## src/rtl/spidergon_traffic_gen.sv

```systemverilog
// Per-node wormhole packet injector for a Spidergon NoC node: builds head/body/tail flits,
// picks a fixed or LFSR-random destination (never its own node) and rotates the VC per packet.
module spidergon_traffic_gen #(
    parameter int unsigned  NUM_OF_NODES            = 8,
    parameter int unsigned  FLIT_DATA_WIDTH         = 16,
    parameter int unsigned  NUM_OF_VIRTUAL_CHANNELS = 2,
    parameter int unsigned  SRC_NODE                = 0,
    parameter int unsigned  PACKET_LEN              = 4,
    parameter logic [15:0]  LFSR_SEED               = 16'hACE1,
    localparam int unsigned NODE_ID_W               = $clog2(NUM_OF_NODES),
    localparam int unsigned SEQ_W                   = FLIT_DATA_WIDTH - 2 - 2 * NODE_ID_W,
    localparam int unsigned VC_W                    = (NUM_OF_VIRTUAL_CHANNELS > 1) ?
                                                      $clog2(NUM_OF_VIRTUAL_CHANNELS) : 1
) (
    input  logic                       clk,
    input  logic                       reset,
    input  logic                       enable,
    input  logic                       cfg_random_dest,
    input  logic [NODE_ID_W-1:0]       cfg_fixed_dest,
    input  logic [7:0]                 cfg_inject_gap,
    output logic [FLIT_DATA_WIDTH-1:0] flit_out,
    output logic                       flit_valid,
    output logic [VC_W-1:0]            flit_vc,
    input  logic                       flit_ready,
    output logic                       busy,
    output logic [15:0]                pkt_count
);

    localparam int unsigned IDX_W = 2 * NODE_ID_W;

    localparam logic [2:0] StIdle = 3'd0;
    localparam logic [2:0] StHead = 3'd1;
    localparam logic [2:0] StBody = 3'd2;
    localparam logic [2:0] StTail = 3'd3;
    localparam logic [2:0] StGap  = 3'd4;

    localparam logic [NODE_ID_W-1:0] SrcId    = NODE_ID_W'(SRC_NODE);
    localparam logic [NODE_ID_W-1:0] AcrossId =
        NODE_ID_W'((SRC_NODE + NUM_OF_NODES / 2) % NUM_OF_NODES);
    localparam logic [IDX_W-1:0]     LastBodyIdx =
        IDX_W'((PACKET_LEN > 1) ? (PACKET_LEN - 2) : 0);
    localparam logic [VC_W-1:0]      LastVc   = VC_W'(NUM_OF_VIRTUAL_CHANNELS - 1);
    localparam logic [1:0]           HeadType = (PACKET_LEN == 1) ? 2'b11 : 2'b01;

    logic [2:0]           state_q, state_d;
    logic [SEQ_W-1:0]     seq_q;
    logic [NODE_ID_W-1:0] dest_q;
    logic [IDX_W-1:0]     idx_q;
    logic [VC_W-1:0]      vc_q;
    logic [15:0]          lfsr_q;
    logic [7:0]           gap_cnt_q;
    logic [15:0]          pkt_count_q;

    logic                 xfer;
    logic                 start_pkt;
    logic                 pkt_end;
    logic [NODE_ID_W-1:0] dest_cand;
    logic [NODE_ID_W-1:0] dest_next;

    assign busy       = (state_q == StHead) || (state_q == StBody) || (state_q == StTail);
    assign flit_valid = busy;
    assign flit_vc    = vc_q;
    assign pkt_count  = pkt_count_q;
    assign xfer       = flit_valid && flit_ready;

    // A random pick that lands on this node is redirected across the ring.
    assign dest_cand = cfg_random_dest ? lfsr_q[NODE_ID_W-1:0] : cfg_fixed_dest;
    assign dest_next = (dest_cand == SrcId) ? AcrossId : dest_cand;

    always_comb begin
        state_d   = state_q;
        start_pkt = 1'b0;
        pkt_end   = 1'b0;
        case (state_q)
            StIdle: begin
                if (enable) begin
                    state_d   = StHead;
                    start_pkt = 1'b1;
                end
            end
            StHead: begin
                if (xfer) begin
                    if (PACKET_LEN == 1)      pkt_end = 1'b1;
                    else if (PACKET_LEN == 2) state_d = StTail;
                    else                      state_d = StBody;
                end
            end
            StBody: begin
                if (xfer && (idx_q == LastBodyIdx)) state_d = StTail;
            end
            StTail: begin
                if (xfer) pkt_end = 1'b1;
            end
            StGap: begin
                if (gap_cnt_q <= 8'd1) begin
                    if (enable) begin
                        state_d   = StHead;
                        start_pkt = 1'b1;
                    end else begin
                        state_d = StIdle;
                    end
                end
            end
            default: state_d = StIdle;
        endcase
        if (pkt_end) begin
            if (cfg_inject_gap != 8'd0) begin
                state_d = StGap;
            end else if (enable) begin
                state_d   = StHead;
                start_pkt = 1'b1;
            end else begin
                state_d = StIdle;
            end
        end
    end

    always_comb begin
        flit_out = '0;
        case (state_q)
            StHead:  flit_out = {HeadType, seq_q, SrcId, dest_q};
            StBody:  flit_out = {2'b00, seq_q, idx_q};
            StTail:  flit_out = {2'b10, seq_q, idx_q};
            default: flit_out = '0;
        endcase
    end

    always_ff @(posedge clk or negedge reset) begin
        if (!reset) begin
            state_q     <= StIdle;
            seq_q       <= '0;
            dest_q      <= '0;
            idx_q       <= '0;
            vc_q        <= '0;
            lfsr_q      <= LFSR_SEED;
            gap_cnt_q   <= '0;
            pkt_count_q <= '0;
        end else begin
            state_q <= state_d;
            if (start_pkt) dest_q <= dest_next;
            if (xfer && (state_q == StHead)) begin
                idx_q  <= IDX_W'(1);
                lfsr_q <= {lfsr_q[14:0], lfsr_q[15] ^ lfsr_q[13] ^ lfsr_q[12] ^ lfsr_q[10]};
            end else if (xfer && (state_q == StBody)) begin
                idx_q <= idx_q + 1'b1;
            end
            if (state_q == StGap) gap_cnt_q <= gap_cnt_q - 8'd1;
            if (pkt_end) begin
                gap_cnt_q   <= cfg_inject_gap;
                seq_q       <= seq_q + 1'b1;
                pkt_count_q <= pkt_count_q + 16'd1;
                vc_q        <= (vc_q == LastVc) ? '0 : vc_q + 1'b1;
            end
        end
    end

endmodule
```

## config.mk

```make
export PLATFORM = sky130hd
export DESIGN_NAME = spidergon_traffic_gen
export DESIGN_NICKNAME = d
export VERILOG_FILES = /design/src/rtl/spidergon_traffic_gen.sv
export SDC_FILE = /design/constraint.sdc
export NUM_CORES = 1
export LEC_CHECK = 0
export BUFFER_PORTS_ARGS = -buffer_cell sky130_fd_sc_hd__buf_2
export CAP_MARGIN = 20
export CORE_MARGIN = 5
export CORE_UTILIZATION = 45
export CTS_CLUSTER_DIAMETER = 60
export DETAILED_ROUTE_END_ITERATION = 6
export PLACE_DENSITY = 0.77
export SLEW_MARGIN = 40
export SYNTH_ARGS = -nofsm -noshare
export SYNTH_HDL_FRONTEND = slang
export SYNTH_SLANG_ARGS = --single-unit
```

## constraint.sdc

```tcl
create_clock -name clk -period 3.9 [get_ports clk]
set_clock_uncertainty 0.1 [all_clocks]
set_input_delay 1.17 -clock clk [delete_from_list [all_inputs] [get_ports clk]]
set_output_delay 1.17 -clock clk [all_outputs]
set_load 0.01 [all_outputs]
```

==> flow_metrics.py <==
metrics = {
    "grt": {
        "grt_pass1_vias": 2259,
        "grt_pass1_wl_um": 10580,
        "grt_remaining_overflow": 0,
        "antenna_found_initial": 0,
        "grt_max_degree": 62,
        "grtUsageTotal": 0.1567,
    },
    "sta": {
        "worstMarginPinSlew_ns": 0.7189,
        "slew_headroom": 0.5208,
        "hold_viol_final": 0,
        "finalCritPeriodShare": 0.8365,
        "finalSetupViolations": 0,
        "rsz0062_at_grt": "false",
        "fmax_mhz": 306.5,
        "finalMaxSlewViolations": 0,
        "fin_setup_tns_ns": 0,
        "setup_ws_ns": 0.6376,
        "timing.hold.ws_ns": 0.3611,
        "fin_crit_ns": 3.262,
    },
    "clock_tree": {
        "cts.sink_count": 61,
        "cts-hold-fix-buffers": 0,
        "path_clk_slew_ns": 0.07,
        "clk_latency_ns": 0.34,
        "cts_max_path_buffers": 2,
        "cts-htree-levels": 3,
        "cts-buffers-inserted": 9,
        "post_cts_buffers": 0,
        "cts_root_buf": "clkbuf_8",
        "post_cts_resize_count": 0,
        "cts_tree": "built",
    },
    "synth": {
        "syn_area_um2": 3062,
        "syn_avg_cell_area_um2": 10.52,
        "synth_ff_type": "dfrtp_1",
        "synth_warnings": 0,
        "synth_cell_types": 49,
        "synth_edf_count": 0,
        "synth_seq_cells": 61,
        "seq_area_frac_synth": 0.5018,
        "syn_nets": 313,
        "syn_inst": 291,
        "synthArstFlopShare": 1.000,
    },
    "power_and_ir_drop": {
        "p_leak_nw": 1.636,
        "peakVddDrop_v": 0.0003476,
        "power_density_nw_per_um2": 698.8,
    },
    "floorplan": {
        "die-area_um2": 8553,
        "start_util": 0.4557,
        "die_h_um": 92.49,
        "pin_count": 51,
        "std_cell_rows": 30,
        "core_area_um2": 6719,
        "die_width_um": 92.49,
    },
    "detailed_routing": {
        "vias": 2307,
        "drt_iter0_drc": 278,
        "avgViaCountPerCell": 5.441,
        "drc": 0,
        "avgRoutedWirePerCell_um": 14.77,
        "drtPass1Iterations": 4,
        "routed_wl_um": 6262,
        "drtAntennaViolNets": 0,
    },
    "setup_path": {
        "cpPeakStageDelay_ns": 0.63,
        "cp.required_ns": 2.63,
        "cp-end-kind": "output pin",
        "cpMaxStageDelayCell": "dfrtp_1",
        "critical_path_class": "reg2out",
        "crit_chain": "nor2_1 -> nor2_1 -> and2_1 -> buf_2",
        "startpoint_type": "flop",
        "arrival_ns": 1.99,
        "cpMostUsedCell": "nor2_1",
        "critPathMaxFanout": 17,
    },
    "min_path": {
        "hold_path_class": "reg2reg",
    },
    "job": {
        "maxCapViolations": 0,
    },
    "place": {
        "port_buffers": 50,
        "place_ws_ns": 0.9901,
        "gp_congestion": 0.8205,
        "post-dp-hpwl_um": 4378,
    },
    "final_layout": {
        "area_delta_synth_final_pct": 16.84,
        "n_fill_cell": 595,
        "diodes": 0,
        "mostFrequentLayoutCell": "dfrtp_1",
        "layout-drive-gt1-share": 0.2820,
        "final_core_util": 0.5324,
        "nets": 361,
        "final_cell_mix": "53 x dfrtp_1, 50 x buf_2, 27 x xnor2_1",
    },
    "run_status": {
        "status": "complete, no violations",
    },
}
## kinds of logic after synthesis
| kind of cell | synth area share |
|---|---|
| AOI/OAI and AO/OA | 0.09604 |
| buffers and inverters | 0.02738 |
| adders and majority gates | 0.02452 |
| muxes | 0.07683 |
| DFF | 0.5018 |
| and+or+nand+nor | 0.1933 |
| xor gates and xnor gates | 0.08010 |
## metal layers
| layer | up-vias | routed length [µm] | global-route usage |
|---|---|---|---|
| li1 | 1123 | - | - |
| met2 | 82 | 2889 | 0.2495 |
| met3 | 11 | 454 | 0.06661 |
| met4 | 0 | 119 | 0.04455 |
| met5 | - | 0 | 0 |
| met1 | 1091 | 2799 | 0.1944 |
## synth_stat cells, types with 2 or more instances
library cell  instances  area (µm²)
dfrtp_1              53        1326
xnor2_1              27       236.5
nand2_1              24       90.09
nor2_1               22       82.58
mux2_2               20       225.2
nand3_1              15       75.07
and2_1               14       87.58
o21ai_0              12       60.06
a21oi_1               9       45.04
clkbuf_1              9       33.78
dfstp_2               8       210.2
ha_1                  6       75.07
inv_1                 5       18.77
nand4_1               5       31.28
nor3_1                5       25.02
a22oi_1               4       30.03
and3_1                4       25.02
buf_2                 4       20.02
o211ai_1              4       30.03
nand2b_1              3       18.77
nand3b_1              3       22.52
nor4_1                3       18.77
nand4b_1              2       17.52
nor3b_1               2       15.01
nor4b_1               2       17.52
o311ai_0              2       17.52
or3b_1                2       17.52
## worst paths after layout
| kind | start | end | slack [ns] | cells after the start |
|---|---|---|---|---|
| worst max register to register | state_q[2] | dest_q[0] | 1.61 | 4 |
| worst min register to register | seq_q[7] | seq_q[7] | 0.36 | 1 |
| max in group asynchronous | reset | lfsr_q[0] | 2.52 | 2 |
| worst max-delay path | state_q[0] | flit_out[9] | 0.64 | 4 |
| min in group asynchronous | reset | seq_q[1] | 0.79 | 2 |
| worst min-delay path | seq_q[7] | seq_q[7] | 0.36 | 1 |
## worst max-delay path: cells and delay by family, from the launching register on
kind	cells	cell delay, ns
buf+inv	1	0.12
flops	1	0.63
simple gates	3	0.89
## final cells by class
| class | instances | area, µm² | area share |
|---|---|---|---|
| sequential | 61 | 1536 | 0.4295 |
| multi-input combinational | 210 | 1441 | 0.4029 |
| timing repair buffer | 51 | 261.5 | 0.07310 |
| clock buffer | 10 | 127.6 | 0.03568 |
| tap | 80 | 100.1 | 0.02798 |
| clock inverter | 6 | 87.58 | 0.02448 |
| inverter | 6 | 22.52 | 0.006296 |
## registers in the layout (all words and copies together), names as in the netlist
register   count
lfsr_q        16
gap_cnt_q      8
flit_vc        1
seq_q          8
dest_q         3
idx_q          6
state_q        3
pkt_count     16
## power by group
part	switching (mW)	internal, mW
combinational	0.423	0.393
clock	0.254	0.358
sequential	0.232	0.839
total	0.910	1.59
## per-stage QoR
step / std cells / area [µm²] / power, mW
after CTS: 424 / 3573 / 2.523
after global routing: 424 / 3577 / 2.680
after detailed placement: 408 / 3358 / 1.897
after global placement: 408 / 3358 / 1.867
after floorplan: 291 / 3062 / 1.648
final: 424 / 3577 / 2.500
No activity file was read; power rests on OpenSTA's default activity.
